## config.mk

```make
export PLATFORM = sky130hd
export DESIGN_NAME = demodulador
export DESIGN_NICKNAME = d
export VERILOG_FILES = /design/src/rtl/demod_pkg.sv /design/src/rtl/demod_bit_integrator.sv /design/src/rtl/demodulador.sv
export SDC_FILE = /design/constraint.sdc
export NUM_CORES = 1
export LEC_CHECK = 0
export ABC_CLOCK_PERIOD_IN_PS = 2500
export BUFFER_PORTS_ARGS = -buffer_cell sky130_fd_sc_hd__buf_2
export CORE_AREA = 2 2 79 81
export DETAILED_ROUTE_END_ITERATION = 12
export DIE_AREA = 0 0 81 83
export PLACE_DENSITY = 0.69
export SLEW_MARGIN = 20
export SYNTH_ARGS = -nofsm -noshare
export SYNTH_HDL_FRONTEND = slang
export SYNTH_SLANG_ARGS = --single-unit
export TNS_END_PERCENT = 30
```

## constraint.sdc

```tcl
create_clock -name clk -period 2.5 [get_ports clk]
set_input_delay 0.125 -clock clk [delete_from_list [all_inputs] [get_ports clk]]
set_output_delay 0.125 -clock clk [all_outputs]
set_load 0.05 [all_outputs]
```

## src/rtl/demod_pkg.sv

```systemverilog
// Shared types and defaults for the sample-stream demodulator.
package demod_pkg;

  typedef enum logic {IDLE = 1'b0, RUN = 1'b1} state_t;

  localparam int SAMPLES_PER_BIT_DEFAULT = 32;
  localparam int MIDSCALE_DEFAULT        = 128;
  localparam int THRESHOLD_DEFAULT       = 1024;
  localparam int BITS_PER_BYTE_DEFAULT   = 8;

  // A full window of 9-bit signed terms fits without overflow.
  function automatic int acc_width(input int spb);
    return $clog2(spb) + 9;
  endfunction

endpackage

```

## src/rtl/demod_bit_integrator.sv

```systemverilog
// Integrates one bit window of samples about midscale and slices the bit.
// bit_done/bit_val/sign are combinational and valid on the window's last sample.
import demod_pkg::*;

module demod_bit_integrator #(
  parameter int SAMPLES_PER_BIT = SAMPLES_PER_BIT_DEFAULT,
  parameter int MIDSCALE        = MIDSCALE_DEFAULT,
  parameter int THRESHOLD       = THRESHOLD_DEFAULT
) (
  input  logic       clk,
  input  logic       rst_n,
  input  logic       clear,
  input  logic       sample_en,
  input  logic [7:0] amostra,
  output logic       bit_done,
  output logic       bit_val,
  output logic       sign
);

  localparam int AW = acc_width(SAMPLES_PER_BIT);
  localparam int CW = $clog2(SAMPLES_PER_BIT);
  localparam logic [AW:0]   THR  = (AW+1)'(THRESHOLD);
  localparam logic [CW-1:0] LAST = CW'(SAMPLES_PER_BIT - 1);

  logic signed [AW-1:0] acc;
  logic signed [AW-1:0] term;
  logic signed [AW-1:0] sum;
  logic        [AW-1:0] mag;
  logic        [CW-1:0] cnt;
  logic                 last;

  // Signed sample term and the running window sum including it.
  always_comb begin
    term = $signed({{(AW-8){1'b0}}, amostra}) - $signed(AW'(MIDSCALE));
    sum  = acc + term;
    // The most negative sum negates to itself, which is still the right
    // magnitude when read unsigned.
    mag  = sum[AW-1] ? AW'(-sum) : AW'(sum);
    last = (cnt == LAST);
  end

  assign bit_done = sample_en & ~clear & last;
  assign bit_val  = ({1'b0, mag} >= THR);
  assign sign     = sum[AW-1];

  // Accumulator and sample counter; a clear with a valid sample makes it sample 0.
  always_ff @(posedge clk or negedge rst_n) begin
    if (!rst_n) begin
      acc <= '0;
      cnt <= '0;
    end else if (clear) begin
      acc <= sample_en ? term : '0;
      cnt <= sample_en ? CW'(1) : '0;
    end else if (sample_en) begin
      if (last) begin
        acc <= '0;
        cnt <= '0;
      end else begin
        acc <= sum;
        cnt <= cnt + CW'(1);
      end
    end
  end

endmodule

```

## src/rtl/demodulador.sv

```systemverilog
// Sample-stream demodulator: bit-window integration, byte assembly, byte strobe.
// Optional macro DEMOD_POLARITY_CHECK_EN adds erro_pol, a sticky flag raised when
// two successive bit-1 windows share the same sum sign.
import demod_pkg::*;

module demodulador #(
  parameter int SAMPLES_PER_BIT = SAMPLES_PER_BIT_DEFAULT,
  parameter int MIDSCALE        = MIDSCALE_DEFAULT,
  parameter int THRESHOLD       = THRESHOLD_DEFAULT,
  parameter int BITS_PER_BYTE   = BITS_PER_BYTE_DEFAULT
) (
  input  logic                     clk,
  input  logic                     rst_n,
  input  logic [7:0]               amostra,
  input  logic                     amostra_valid,
  input  logic                     start,
  output logic [BITS_PER_BYTE-1:0] dado,
  output logic                     flag_byte,
  output logic                     status
`ifdef DEMOD_POLARITY_CHECK_EN
  , output logic                   erro_pol
`endif
);

  localparam int BW = $clog2(BITS_PER_BYTE);
  localparam logic [BW-1:0] LAST_BIT = BW'(BITS_PER_BYTE - 1);

  state_t                   state_q, state_d;
  logic [BW-1:0]            bit_cnt;
  logic [BITS_PER_BYTE-1:0] shreg;
  logic [BITS_PER_BYTE-1:0] byte_next;
  logic                     sample_en;
  logic                     bit_done, bit_val, sign;

  // Start accepts its own sample even while still in IDLE.
  assign sample_en = amostra_valid & ((state_q == RUN) | start);
  assign status    = (state_q == RUN);

  demod_bit_integrator #(
    .SAMPLES_PER_BIT (SAMPLES_PER_BIT),
    .MIDSCALE        (MIDSCALE),
    .THRESHOLD       (THRESHOLD)
  ) u_int (
    .clk       (clk),
    .rst_n     (rst_n),
    .clear     (start),
    .sample_en (sample_en),
    .amostra   (amostra),
    .bit_done  (bit_done),
    .bit_val   (bit_val),
    .sign      (sign)
  );

  // State register.
  always_ff @(posedge clk or negedge rst_n) begin
    if (!rst_n) state_q <= IDLE;
    else        state_q <= state_d;
  end

  // Next state: only start leaves IDLE; RUN is held until reset.
  always_comb begin
    state_d = state_q;
    case (state_q)
      IDLE:    if (start) state_d = RUN;
      RUN:     state_d = RUN;
      default: state_d = IDLE;
    endcase
  end

  // Byte image including the bit being sliced this cycle.
  always_comb begin
    byte_next          = shreg;
    byte_next[bit_cnt] = bit_val;
  end

  // Bit counter, shift register, output byte and one-cycle strobe.
  always_ff @(posedge clk or negedge rst_n) begin
    if (!rst_n) begin
      bit_cnt   <= '0;
      shreg     <= '0;
      dado      <= '0;
      flag_byte <= 1'b0;
    end else begin
      flag_byte <= 1'b0;
      if (start) begin
        bit_cnt <= '0;
        shreg   <= '0;
      end else if (bit_done) begin
        shreg <= byte_next;
        if (bit_cnt == LAST_BIT) begin
          dado      <= byte_next;
          flag_byte <= 1'b1;
          bit_cnt   <= '0;
        end else begin
          bit_cnt <= bit_cnt + BW'(1);
        end
      end
    end
  end

`ifdef DEMOD_POLARITY_CHECK_EN
  logic sign_q, sign_seen;

  // Bit-1 lobes must alternate sign; a repeat sets the sticky error.
  always_ff @(posedge clk or negedge rst_n) begin
    if (!rst_n) begin
      sign_q    <= 1'b0;
      sign_seen <= 1'b0;
      erro_pol  <= 1'b0;
    end else if (start) begin
      sign_q    <= 1'b0;
      sign_seen <= 1'b0;
      erro_pol  <= 1'b0;
    end else if (bit_done && bit_val) begin
      if (sign_seen && (sign == sign_q)) erro_pol <= 1'b1;
      sign_q    <= sign;
      sign_seen <= 1'b1;
    end
  end
`else
  logic unused_sign;
  assign unused_sign = sign;
`endif

endmodule

```

# After elaboration in Yosys (flattened, before gate mapping)
# Cells that the tools add are included.
[totals]
in_bits = 12
wordCells = 49
reg_bits = 40
out_inout_bits = 10
latch_bits = 0
mem_bits_rw = 0
mem_count = 0
mem_bits_ro = 0
[op_classes]
mul = 0
n_eq_ne = 2
n_bitwise = 6
muxes = 22
n_reduce_logical = 4
magnitude_cmp = 3
shifts = 0
n_div = 0
add_sub_neg = 5
[ops]
columns = ["cell", "n"]
rows = [
  ["two-way mux 14 bit", 5],
  ["two-way mux 8 bit", 2],
  ["two-way mux 5 bit", 3],
  ["adder 14 bit", 1],
  ["greater-or-equal comparator 14 x 11 -> 1 bit, second input constant", 1],
  ["negation 14 bit", 1],
  ["two-way mux 3 bit", 3],
  ["subtractor 8 x 8 -> 9 bit, second input constant", 1],
  ["bitwise mux 8 bit", 1],
  ["two-way mux 1 bit", 6],
  ["adder 5 x 1 -> 5 bit, second input constant", 1],
  ["equality test 5 bit, second input constant", 1],
  ["< comparator 3 x 4 -> 1 bit, second input constant", 1],
  ["nonzero test 2 bit", 2],
  ["adder 3 x 1 -> 3 bit, second input constant", 1],
  ["bitwise AND 1 bit", 3],
  ["demux 1 bit (select 3 bit)", 1],
  ["equality test 3 bit, second input constant", 1],
  ["greater-or-equal comparator 3 x 1 -> 1 bit, second input constant", 1],
  ["AND reduction 3 bit", 1],
  ["inverter 1 bit", 2],
  ["one-hot mux 1 bit (2 select lines)", 1],
  ["logical AND 1 bit", 1],
  ["bitwise OR 1 bit", 1],
]

# Logic depth before layout (Yosys ltp)
# Gate-level depths: netlist of the first run.
[logic_depth]
word_depth = 8
depth_mapped = 11

# By module
# Synthesis of the first run repeated with hierarchy kept, for this count alone.
[unflattened]
cells_unflattened = 312
area_unflattened_um2 = 2810.2
[by_module_without_submodules]
columns = ["mod", "instances", "area_per_inst_um2", "cells_each"]
rows = [
  ["demod_bit_integrator", 1, 1721.7, 201],
  ["demodulador", 1, 1088.5, 111],
]

# Worst setup path after synthesis of the first run
# Ideal clock, no wire load.
[synth_path]
path_type = "flip-flop to flip-flop"
start = "reg u_int.acc[0]"
end = "reg dado[0]"
synth_period_minus_slack_ns = 2.632
stages_incl_launch_ff = 12
t_arrival_ns = 2.528
slack_ns = -0.132
required_time_ns = 2.396
path_cell_list = "dfrtp_1 -> ha_1 -> inv_1 -> fa_1 -> nor2b_1 -> o31a_1 -> a21oi_1 -> or3_1 -> nor4_4 -> a211oi_4 -> buf_6 -> o41ai_2"
[synth_via]
elab_chain_len = 5
[synth_lines]
columns = ["element", "line_no", "text"]
rows = [
  ["start: declaration", "demod_bit_integrator.sv:25", "logic signed [AW-1:0] acc;"],
  ["start signal: assignment", "demod_bit_integrator.sv:52", "acc <= sample_en ? term : '0;"],
  ["start signal: assignment", "demod_bit_integrator.sv:59", "acc <= sum;"],
  ["adder 14 bit (*)", "demod_bit_integrator.sv:35", "sum = acc + term;"],
  ["negation 14 bit", "demod_bit_integrator.sv:38", "mag = sum[AW-1] ? AW'(-sum) : AW'(sum);"],
  ["two-way mux 14 bit (*)", "demod_bit_integrator.sv:38", ""],
  ["greater-or-equal comparator 14 x 11 -> 1 bit (*)", "demod_bit_integrator.sv:43", "assign bit_val = ({1'b0, mag} >= THR);"],
  ["bitwise mux 8 bit (*)", "demodulador.sv:73", "byte_next[bit_cnt] = bit_val;"],
  ["end signal: assignment", "demodulador.sv:91", "dado <= byte_next;"],
  ["end: declaration", "demodulador.sv:17", "output logic [BITS_PER_BYTE-1:0] dado,"],
]
# Mark *: on every way between the ends. The rest lies on a longest branch, timed or not.
# A chain may end at the register's enable or synchronous reset.

# Worst setup path in the final report of the first run
[layout_path]
start = "reg u_int.acc[1]"
end = "reg shreg[5]"
[layout_via]
elab_chain_len = 7
[layout_lines]
columns = ["element", "line_no", "text"]
rows = [
  ["adder 14 bit (*)", "demod_bit_integrator.sv:35", ""],
  ["negation 14 bit", "demod_bit_integrator.sv:38", ""],
  ["two-way mux 14 bit (*)", "demod_bit_integrator.sv:38", ""],
  ["greater-or-equal comparator 14 x 11 -> 1 bit (*)", "demod_bit_integrator.sv:43", ""],
  ["bitwise mux 8 bit (*)", "demodulador.sv:73", ""],
  ["two-way mux 8 bit (*)", "demodulador.sv:88", "end else if (bit_done) begin"],
  ["two-way mux 8 bit (*)", "demodulador.sv:85", "if (start) begin"],
  ["end signal: assignment", "demodulador.sv:89", "shreg <= byte_next;"],
  ["end: declaration", "demodulador.sv:30", "logic [BITS_PER_BYTE-1:0] shreg;"],
]
# Mark *: on every way between the ends. The rest lies on a longest branch, timed or not. The select of a mux whose other input is x is not followed.

==> run_results.csv, run 1 <==
group,metric,value,unit
grt,grt_max_degree,41,
pwr,total_power,2.50,mW
timing,tns,-3.15,ns
place,dpl.hpwl,4940,um
pwr,peakVddDrop,0.363,mV
clock_network,cts_tree,"done",
timing,tightest_slew,0.958,ns
pwr,power.leakage,1.70,nW
grt,grt_usage,22.5,%
grt,grt_pass1_vias,2528,
routing,drt_wl_total,7350,um
grt,grt_antenna_before_repair,0,
clock_network,numCtsBuffers,5,
grt,grt_pass1_wl,12000,um
setup_path,cp_max_fo,8,
synth,ys_async_sr_fraction,100,%
grt,overflow,0,
place,port_buffers,21,
routing,routedWlPerCell,16.6,um
flow_run,cap_violations,0,
setup_path,required,2.69,ns
cells_and_area,final_cells,444,
place,place_area,3270,um2
floorplan,die_area,6720,um2
setup_path,critPathLaunchType,"register",
timing,setup_viol,16,
synth,syn_area,2810,um2
timing,hold_viol,40,
floorplan,io_pins,22,
clock_network,cts_root_buf,"clkbuf_8",
synth,synth_cells,314,
timing,slew_headroom,36.1,%
cells_and_area,fillers,519,
synth,synth_fp_nets,344,
synth,ys_seq_elements,40,
setup_path,path_cells,"ha_1, a21o_1, a22o_4, o311a_1, or3_4, a21oi_4, a211oi_4, buf_12, o41ai_4",
timing,period_share,109,%
floorplan,fp-row-count,28,
clock_network,path_clk_slew,0.09,ns
clock_network,clockBufferDepth,2,
floorplan,start_util,48.3,%
timing,slew_viol_final,0,
routing,detail_route.vias_per_cell,5.92,
cells_and_area,final_cell_area,3630,um2
min_path,worstHoldPathType,"in2async",
setup_path,cpPeakStageDelay,0.41,ns
routing,drt_first_pass_iters,4,
pwr,p_per_area,690,nW/um2
timing,skew,0.00659,ns
setup_path,critPathArrivalTime,2.91,ns
timing,max_freq,368,MHz
routing,drc,0,
synth,synth-edff-count,0,
cells_and_area,antenna_cells,0,
cells_and_area,final_layout_size_suffix_gt1_share,30.4,%
cells_and_area,syn_to_final_growth,29.1,%
timing,holdWs,-0.0274,ns
cells_and_area,layout_commonest_cell,"dfrtp_1",
cells_and_area,nets,398,
routing,ant_nets,0,
setup_path,endpoint_kind,"register",
clock_network,cts_sinks,40,
setup_path,criticalPathCategory,"reg2reg",
place,gp_congestion,0.818,
synth,ys.flop_type,"dfrtp_1",
floorplan,dieWidth,81,um
routing,vias,2627,
clock_network,insertion_delay,0.30,ns
timing,fin_crit,2.72,ns
run_status,status,"finished with violations",
floorplan,design.core.area,5820,um2
synth,yosysWarnings,0,
run_status,violations,"negative hold slack, negative setup slack",
timing,rsz0062_at_grt,"true",
timing,setup_slack,-0.219,ns
cells_and_area,layout_common_cells,"40 x dfrtp_1, 39 x buf_4, 33 x nor2_1, 29 x a21oi_1, 22 x nand2_1",
setup_path,cpMaxStageDelayCell,"dfrtp_1",
routing,drt_iter0_drc,113,
synth,ys_seq_area_share,35.6,%
place,dpl.cell_count,431,
synth,ys_types,59,
clock_network,cts_max_level,2,
synth,synth_area_per_cell,8.95,um2
floorplan,die_y,83,um
[final timing paths]
path / start / to / slack [ns] / cells past startpoint
max: u_int.acc[1]$_DFFE_PN0P_ / shreg[5]$_DFFE_PN0P_ / -0.22 / 9
min: rst_n / u_int.acc[5]$_DFFE_PN0P_ / -0.03 / 1
max reg2reg: u_int.acc[1]$_DFFE_PN0P_ / shreg[5]$_DFFE_PN0P_ / -0.22 / 9
min reg2reg: dado[6]$_DFFE_PN0P_ / dado[6]$_DFFE_PN0P_ / 0.49 / 2
max in group asynchronous: rst_n / u_int.cnt[4]$_DFFE_PN0P_ / 1.93 / 1
min in group clk: amostra[4] / u_int.acc[4]$_DFFE_PN0P_ / 0.04 / 3
[per-layer routing]
layer / GRT usage [%] / vias up / part of all wire, % / wire [um]
met5: 0 / - / 0 / 0
met4: 4.93 / 0 / 0.86 / 63
met3: 3.26 / 4 / 3.8 / 283
met2: 36.4 / 49 / 50 / 3670
met1: 31.8 / 1296 / 45 / 3340
li1: - / 1278 / - / -
[worst max-delay path, delay by kind of cell (launching register included)]
family	cells	cell delay, ns
buf+inv	1	0.17
flops	1	0.41
compound gates	6	1.32
fa+ha+maj	1	0.30
simple gates	1	0.40
[area by class of cell]
class | count | area [um2] | area share (%)
multi-input cells | 247 | 1930 | 53.2
flip-flops and latches | 40 | 1000 | 27.6
repair buffers | 63 | 463 | 12.8
well taps | 75 | 93.8 | 2.59
clock buffers | 6 | 82.6 | 2.28
inverters | 11 | 41.3 | 1.14
clock inverters | 2 | 15.0 | 0.414
[cells by family after synthesis]
kind of cell / after synthesis / synth area share, %
and+or+nand+nor: 123 / 22.7
AOI/OAI and AO/OA: 96 / 26.2
DFF: 40 / 35.6
buffers and inverters: 27 / 3.96
adders and majority gates: 18 / 8.28
xor gates and xnor gates: 8 / 2.49
muxes: 2 / 0.712
[cells in the mapped netlist (2+ instances only)]
cell / number / area [um2]
a21oi_1: 30 / 150
nand4_1: 3 / 18.8
or3_1: 2 / 12.5
nand2_1: 22 / 82.6
ha_1: 17 / 213
o21a_1: 2 / 15.0
nand3_1: 19 / 95.1
mux2i_1: 2 / 20.0
o211ai_1: 3 / 22.5
a21o_1: 4 / 30.0
nor2_1: 33 / 124
nand3b_1: 5 / 37.5
o21ai_0: 13 / 65.1
nor3_1: 7 / 35.0
and2_1: 2 / 12.5
and3_1: 12 / 75.1
nor2b_1: 5 / 31.3
or4_1: 3 / 22.5
xor2_1: 5 / 43.8
o22ai_1: 2 / 12.5
dfrtp_1: 40 / 1000
nand2b_1: 4 / 25.0
o21ai_1: 2 / 10.0
o31ai_1: 2 / 15.0
o41ai_1: 7 / 61.3
o41ai_2: 9 / 146
xnor2_1: 3 / 26.3
clkbuf_1: 12 / 45.0
buf_2: 2 / 10.0
inv_1: 10 / 37.5
a22oi_1: 4 / 30.0
[sequential cells by signal, summed over array words and instances, names as in the netlist]
| register | flops |
|---|---|
| bit_cnt | 3 |
| dado | 8 |
| flag_byte | 1 |
| shreg | 8 |
| status | 1 |
| u_int.acc | 14 |
| u_int.cnt | 5 |
[metrics by stage]
stage,setup slack [ns],util (%)
after floorplan,-0.0486,-
after global placement,-0.187,56.3
after detailed placement,-0.299,56.3
after CTS,-0.244,59.6
after global routing,-0.336,62.4
final,-0.219,62.4
[timing repair]
item | 4_1_cts | 5_1_grt
setup endpoints to repair | 16 | 16
pin swaps | 5 | 15
gates resized for setup | 15 | 14
setup buffers | 0 | 4
hold buffers | 0 | 0
gates cloned | 0 | 1
[where the power goes]
part           internal [mW]  switching, mW  total [mW]
clock network          0.224          0.250       0.474
logic                  0.602          0.687        1.29
registers              0.699         0.0416       0.741
Note: power is estimated with default switching activity, not from simulation.
==> run 2, diff against run 1 <==
==> constraint.sdc (replaced) <==
create_clock -name clk -period 2.5 [get_ports clk]
set_input_delay 0.25 -clock clk [delete_from_list [all_inputs] [get_ports clk]]
set_output_delay 0.25 -clock clk [all_outputs]
set_load 0.05 [all_outputs]
==> run_results.csv, run 2 (synthesis gave the netlist of run 1 again) <==
group,metric,value,unit
setup_path,cp.buffers_inverters,2,
cells_and_area,final_cells,448,
cells_and_area,regMostFlops,"u_int.acc",
timing,period_share,108,%
cells_and_area,top_regs,"u_int.acc: 14 flops, dado: 8 flops, shreg: 8 flops",
grt,grt_usage,22.8,%
grt,grt_pass1_wl,12300,um
clock_network,cts_max_level,2,
place,dpl.cell_count,439,
cells_and_area,nets,402,
floorplan,dieWidth,81,um
cells_and_area,layout_commonest_cell,"buf_4",
place,gp_congestion,0.858,
timing,skew,0.00658,ns
setup_path,path_cells,"ha_2, buf_4, a21o_1, a22o_1, o311a_1, or3_4, a21oi_4, a211oi_4, buf_12, o41ai_4",
floorplan,die_area,6720,um2
floorplan,die_y,83,um
pwr,p_seq_share,28.9,%
setup_path,cpPeakStageDelay,0.39,ns
pwr,total_power,2.57,mW
cells_and_area,syn_to_final_growth,28.7,%
setup_path,required,2.71,ns
run_status,violations,"negative setup slack",
setup_path,ff2ff_path_depth,10,
timing,slew_viol_final,0,
floorplan,start_util,48.3,%
routing,drt_wl_total,7290,um
routing,detail_route.vias_per_cell,5.92,
setup_path,crit_cells,10,
flow_run,cap_violations,0,
min_path,worstHoldPathType,"in2async",
place,dpl.hpwl,5080,um
clock_network,cts_sinks,40,
setup_path,cpMaxStageDelayCell,"dfrtp_1",
pwr,swShare,38.2,%
clock_network,path_clk_slew,0.09,ns
grt,grt_pass1_vias,2598,
cells_and_area,fillers,515,
cells_and_area,final_layout_size_suffix_gt1_share,30.6,%
pwr,p_per_area,710,nW/um2
timing,hold_viol,0,
grt,overflow,0,
cells_and_area,antenna_cells,0,
routing,drc,0,
pwr,p_sw,0.980,mW
timing,setup_slack,-0.211,ns
timing,max_freq,369,MHz
pwr,pwr-share-comb,49.1,%
run_status,status,"finished with violations",
routing,vias,2654,
setup_path,rrSetupSlack,-0.21,ns
setup_path,cp_max_fo,16,
floorplan,design.core.area,5820,um2
timing,setup_viol,16,
setup_path,endpoint_kind,"register",
clock_network,clockBufferDepth,2,
setup_path,critPathLaunchType,"register",
setup_path,criticalPathCategory,"reg2reg",
clock_network,cts_root_buf,"clkbuf_8",
timing,slew_headroom,37.6,%
routing,ant_nets,0,
pwr,internal_power,1.59,mW
floorplan,io_pins,22,
pwr,peakVddDrop,0.506,mV
cells_and_area,largest_register_ffs,14,
routing,routedWlPerCell,16.3,um
place,pre_cts_slack,-0.268,ns
setup_path,critPathArrivalTime,2.92,ns
timing,tightest_slew,0.936,ns
routing,drt_first_pass_iters,4,
pwr,power.leakage,1.71,nW
timing,fin_crit,2.71,ns
clock_network,ctsHoldBuffers,0,
grt,grt_antenna_before_repair,0,
clock_network,cts_tree,"done",
grt,grt_max_degree,41,
clock_network,insertion_delay,0.30,ns
cells_and_area,layout_common_cells,"43 x buf_4, 40 x dfrtp_1, 33 x nor2_1, 29 x a21oi_1, 22 x nand2_1",
clock_network,numCtsBuffers,5,
setup_path,crit_family,"compound AO/OA/AOI/OAI gates",
routing,drt_iter0_drc,133,
timing,rsz0062_at_grt,"true",
floorplan,fp-row-count,28,
place,port_buffers,21,
pwr,pwr-share-clk,22.0,%
run 2: cell count changes in the layout (fill, tap and decap cells not counted), moves of 2 or more:
cell and delta:
buf_4 +4, o41ai_2 +4, o41ai_4 -4, o31ai_2 -2
run 2: routing by layer:
layer	global-route usage, %	up-vias	share of wire (%)
li1	-	1293	-
met4	6.32	0	2.0
met2	36.0	65	48
met5	0	-	0
met1	32.0	1282	46
met3	4.24	14	3.9
run 2: per-stage QoR:
step	area (um2)	hold slack, ns	TNS, ns	utilization (%)
3_3_place_gp	3330	0.460	-2.79	57.3
3_5_place_dp	3330	0.461	-3.52	57.3
6_report	3620	0.0758	-2.39	62.2
5_1_grt	3620	0.167	-4.49	62.2
2_1_floorplan	2840	-0.0456	-0.683	-
4_1_cts	3540	0.122	-2.84	60.9
run 2: power groups by stage:
stage	registers [mW]	logic [mW]	clock network, mW
finish	0.742	1.26	0.565
global route	0.745	1.37	0.595
CTS	0.741	1.16	0.575
detailed placement	0.754	1.11	0
global placement	0.750	1.09	0
floorplan	0.738	0.687	0
run 2: worst paths after layout:
path,startpoint,endpoint
worst min-delay path,rst_n,u_int.acc[6]$_DFFE_PN0P_
worst min register to register,dado[6]$_DFFE_PN0P_,dado[6]$_DFFE_PN0P_
max in group asynchronous,rst_n,shreg[7]$_DFFE_PN0P_
worst max register to register,u_int.acc[0]$_DFFE_PN0P_,shreg[2]$_DFFE_PN0P_
min in group clk,amostra[4],u_int.acc[4]$_DFFE_PN0P_
worst max-delay path,u_int.acc[0]$_DFFE_PN0P_,shreg[2]$_DFFE_PN0P_
run 2: repair_timing:
| item | 4_1_cts | 5_1_grt |
|---|---|---|
| buffers inserted | 0 | 1 |
| pin swaps | 7 | 3 |
| gates resized for setup | 13 | 12 |
| endpoints found under the setup margin | 16 | 17 |
run 2: area by class of cell:
class	instances	area [um2]	area share, %
Inverter	11	41.3	1.14
Multi-Input combinational cell	247	1890	52.2
Clock inverter	3	46.3	1.28
Tap cell	75	93.8	2.59
Timing Repair Buffer	67	479	13.2
Sequential cell	40	1000	27.7
Clock buffer	5	68.8	1.90
==> run 3, diff against run 2 <==
==> constraint.sdc (replaced) <==
create_clock -name clk -period 2.5 [get_ports clk]
set_input_delay 0.5 -clock clk [delete_from_list [all_inputs] [get_ports clk]]
set_output_delay 0.5 -clock clk [all_outputs]
set_load 0.05 [all_outputs]
==> run_results.csv, run 3 (synthesis gave the netlist of run 1 again) <==
group,metric,value,unit
run_status,status,"finished with violations",
run_status,violations,"negative setup slack",
floorplan,die_y,83,um
floorplan,die_area,6720,um2
grt,grt_pass1_wl,12500,um
cells_and_area,utilization,65.7,%
place,pre_cts_slack,-0.759,ns
floorplan,dieWidth,81,um
pwr,power.leakage,1.82,nW
timing,fin_crit,2.73,ns
cells_and_area,regMostFlops,"u_int.acc",
grt,grt_antenna_before_repair,0,
setup_path,required,2.70,ns
floorplan,design.core.area,5820,um2
place,port_buffers,21,
cells_and_area,multi_input_area,1940,um2
setup_path,criticalPathCategory,"reg2reg",
timing,setup_viol,16,
timing,period_share,109,%
clock_network,cts_max_level,2,
grt,grt_pass1_vias,2724,
timing,skew,0.00780,ns
cells_and_area,antenna_cells,0,
cells_and_area,final_layout_size_suffix_gt1_share,35.2,%
cells_and_area,largest_register_ffs,14,
cells_and_area,syn_to_final_growth,36.0,%
timing,slew_headroom,68.5,%
timing,slew_viol_final,0,
setup_path,critPathArrivalTime,2.93,ns
setup_path,critPathLaunchType,"register",
grt,grt_usage,23.0,%
min_path,worstHoldPathType,"in2async",
place,gp_congestion,0.893,
cells_and_area,nets,422,
setup_path,endpoint_kind,"register",
floorplan,fp-row-count,28,
floorplan,start_util,48.3,%
clock_network,cts_tree,"done",
grt,overflow,0,
cells_and_area,layout_common_cells,"59 x buf_4, 40 x dfrtp_1, 32 x nor2_1, 29 x a21oi_1, 22 x nand2_1",
timing,max_freq,366,MHz
routing,vias,2747,
grt,grt_max_degree,26,
routing,detail_route.vias_per_cell,5.88,
clock_network,cts_root_buf,"clkbuf_8",
timing,setup_slack,-0.232,ns
timing,tightest_slew,0.469,ns
routing,drt_iter0_drc,187,
place,dpl.hpwl,5210,um
clock_network,numCtsBuffers,5,
pwr,total_power,2.57,mW
routing,drc,0,
cells_and_area,top_regs,"u_int.acc: 14 flops, dado: 8 flops, shreg: 8 flops",
routing,drt_first_pass_iters,5,
flow_run,cap_violations,0,
routing,drt_wl_total,7390,um
place,dpl.cell_count,454,
routing,routedWlPerCell,15.8,um
clock_network,path_clk_slew,0.08,ns
timing,rsz0062_at_grt,"true",
pwr,peakVddDrop,0.365,mV
clock_network,insertion_delay,0.30,ns
timing,hold_viol,0,
clock_network,cts_sinks,40,
setup_path,cp_max_fo,5,
floorplan,io_pins,22,
routing,ant_nets,0,
clock_network,clockBufferDepth,2,
cells_and_area,layout_commonest_cell,"buf_4",
cells_and_area,fillers,477,
cells_and_area,final_cells,467,
pwr,p_per_area,672,nW/um2
cells_and_area,seq_area,1000,um2
==> run 3: area by class of cell <==
cell class / instances / share of cell area [%]
multi-input cells: 247 / 50.8
flip-flops and latches: 40 / 26.2
repair buffers: 87 / 17.3
well taps: 75 / 2.45
clock buffers: 5 / 1.80
inverters: 11 / 1.08
clock inverters: 2 / 0.327
==> run 3: metal layers <==
metal  global-route usage, %  up-vias  wire length, um
li1                        -     1326                -
met1                    33.6     1352             3360
met2                    35.0       59             3570
met3                    3.91       10              343
met4                    6.32        0              119
met5                       0        -                0
==> run 3: timing repair <==
action / CTS / global route
buffers inserted: 4 / 3
hold buffers: 0 / 0
pin swaps: 16 / 7
gates resized for setup: 17 / 17
cloned: 1 / 0
endpoints found under the setup margin: 17 / 17
==> run 3: worst max-delay path: stages, from the launching register on <==
cell	delay (ns)
dfrtp_1	0.41
ha_4	0.18
inv_2	0.05
fa_2	0.19
nor2b_2	0.05
o31a_1	0.30
buf_6	0.15
o21a_4	0.21
xor2_2	0.20
nor4_4	0.29
a211oi_4	0.13
buf_12	0.16
buf_12	0.12
o41ai_4	0.19
==> run 3: path summary, 6_finish.rpt <==
kind / start / to / slack, ns / cells past startpoint
worst max-delay path: u_int.acc[0]$_DFFE_PN0P_ / dado[7]$_DFFE_PN0P_ / -0.23 / 13
worst min-delay path: rst_n / u_int.acc[6]$_DFFE_PN0P_ / 0.12 / 1
worst max register to register: u_int.acc[0]$_DFFE_PN0P_ / dado[7]$_DFFE_PN0P_ / -0.23 / 13
worst min register to register: dado[5]$_DFFE_PN0P_ / dado[5]$_DFFE_PN0P_ / 0.49 / 2
max in group asynchronous: rst_n / u_int.acc[1]$_DFFE_PN0P_ / 1.71 / 2
min in group clk: amostra[4] / u_int.acc[4]$_DFFE_PN0P_ / 0.48 / 3
==> run 3: power breakdown <==
part,switching (mW),leakage (nW),internal [mW],total (mW)
Sequential,0.0417,0.528,0.699,0.741
Combinational,0.706,1.25,0.699,1.40
Clock,0.235,0.0400,0.189,0.424
==> run 3: through the flow <==
stage / hold slack, ns / TNS, ns / instance area [um2]
floorplan: 0.204 / -2.48 / 2840
global placement: 0.457 / -11.00 / 3440
detailed placement: 0.453 / -12.20 / 3440
CTS: 0.135 / -3.08 / 3700
global route: 0.153 / -4.05 / 3820
finish: 0.121 / -2.77 / 3820
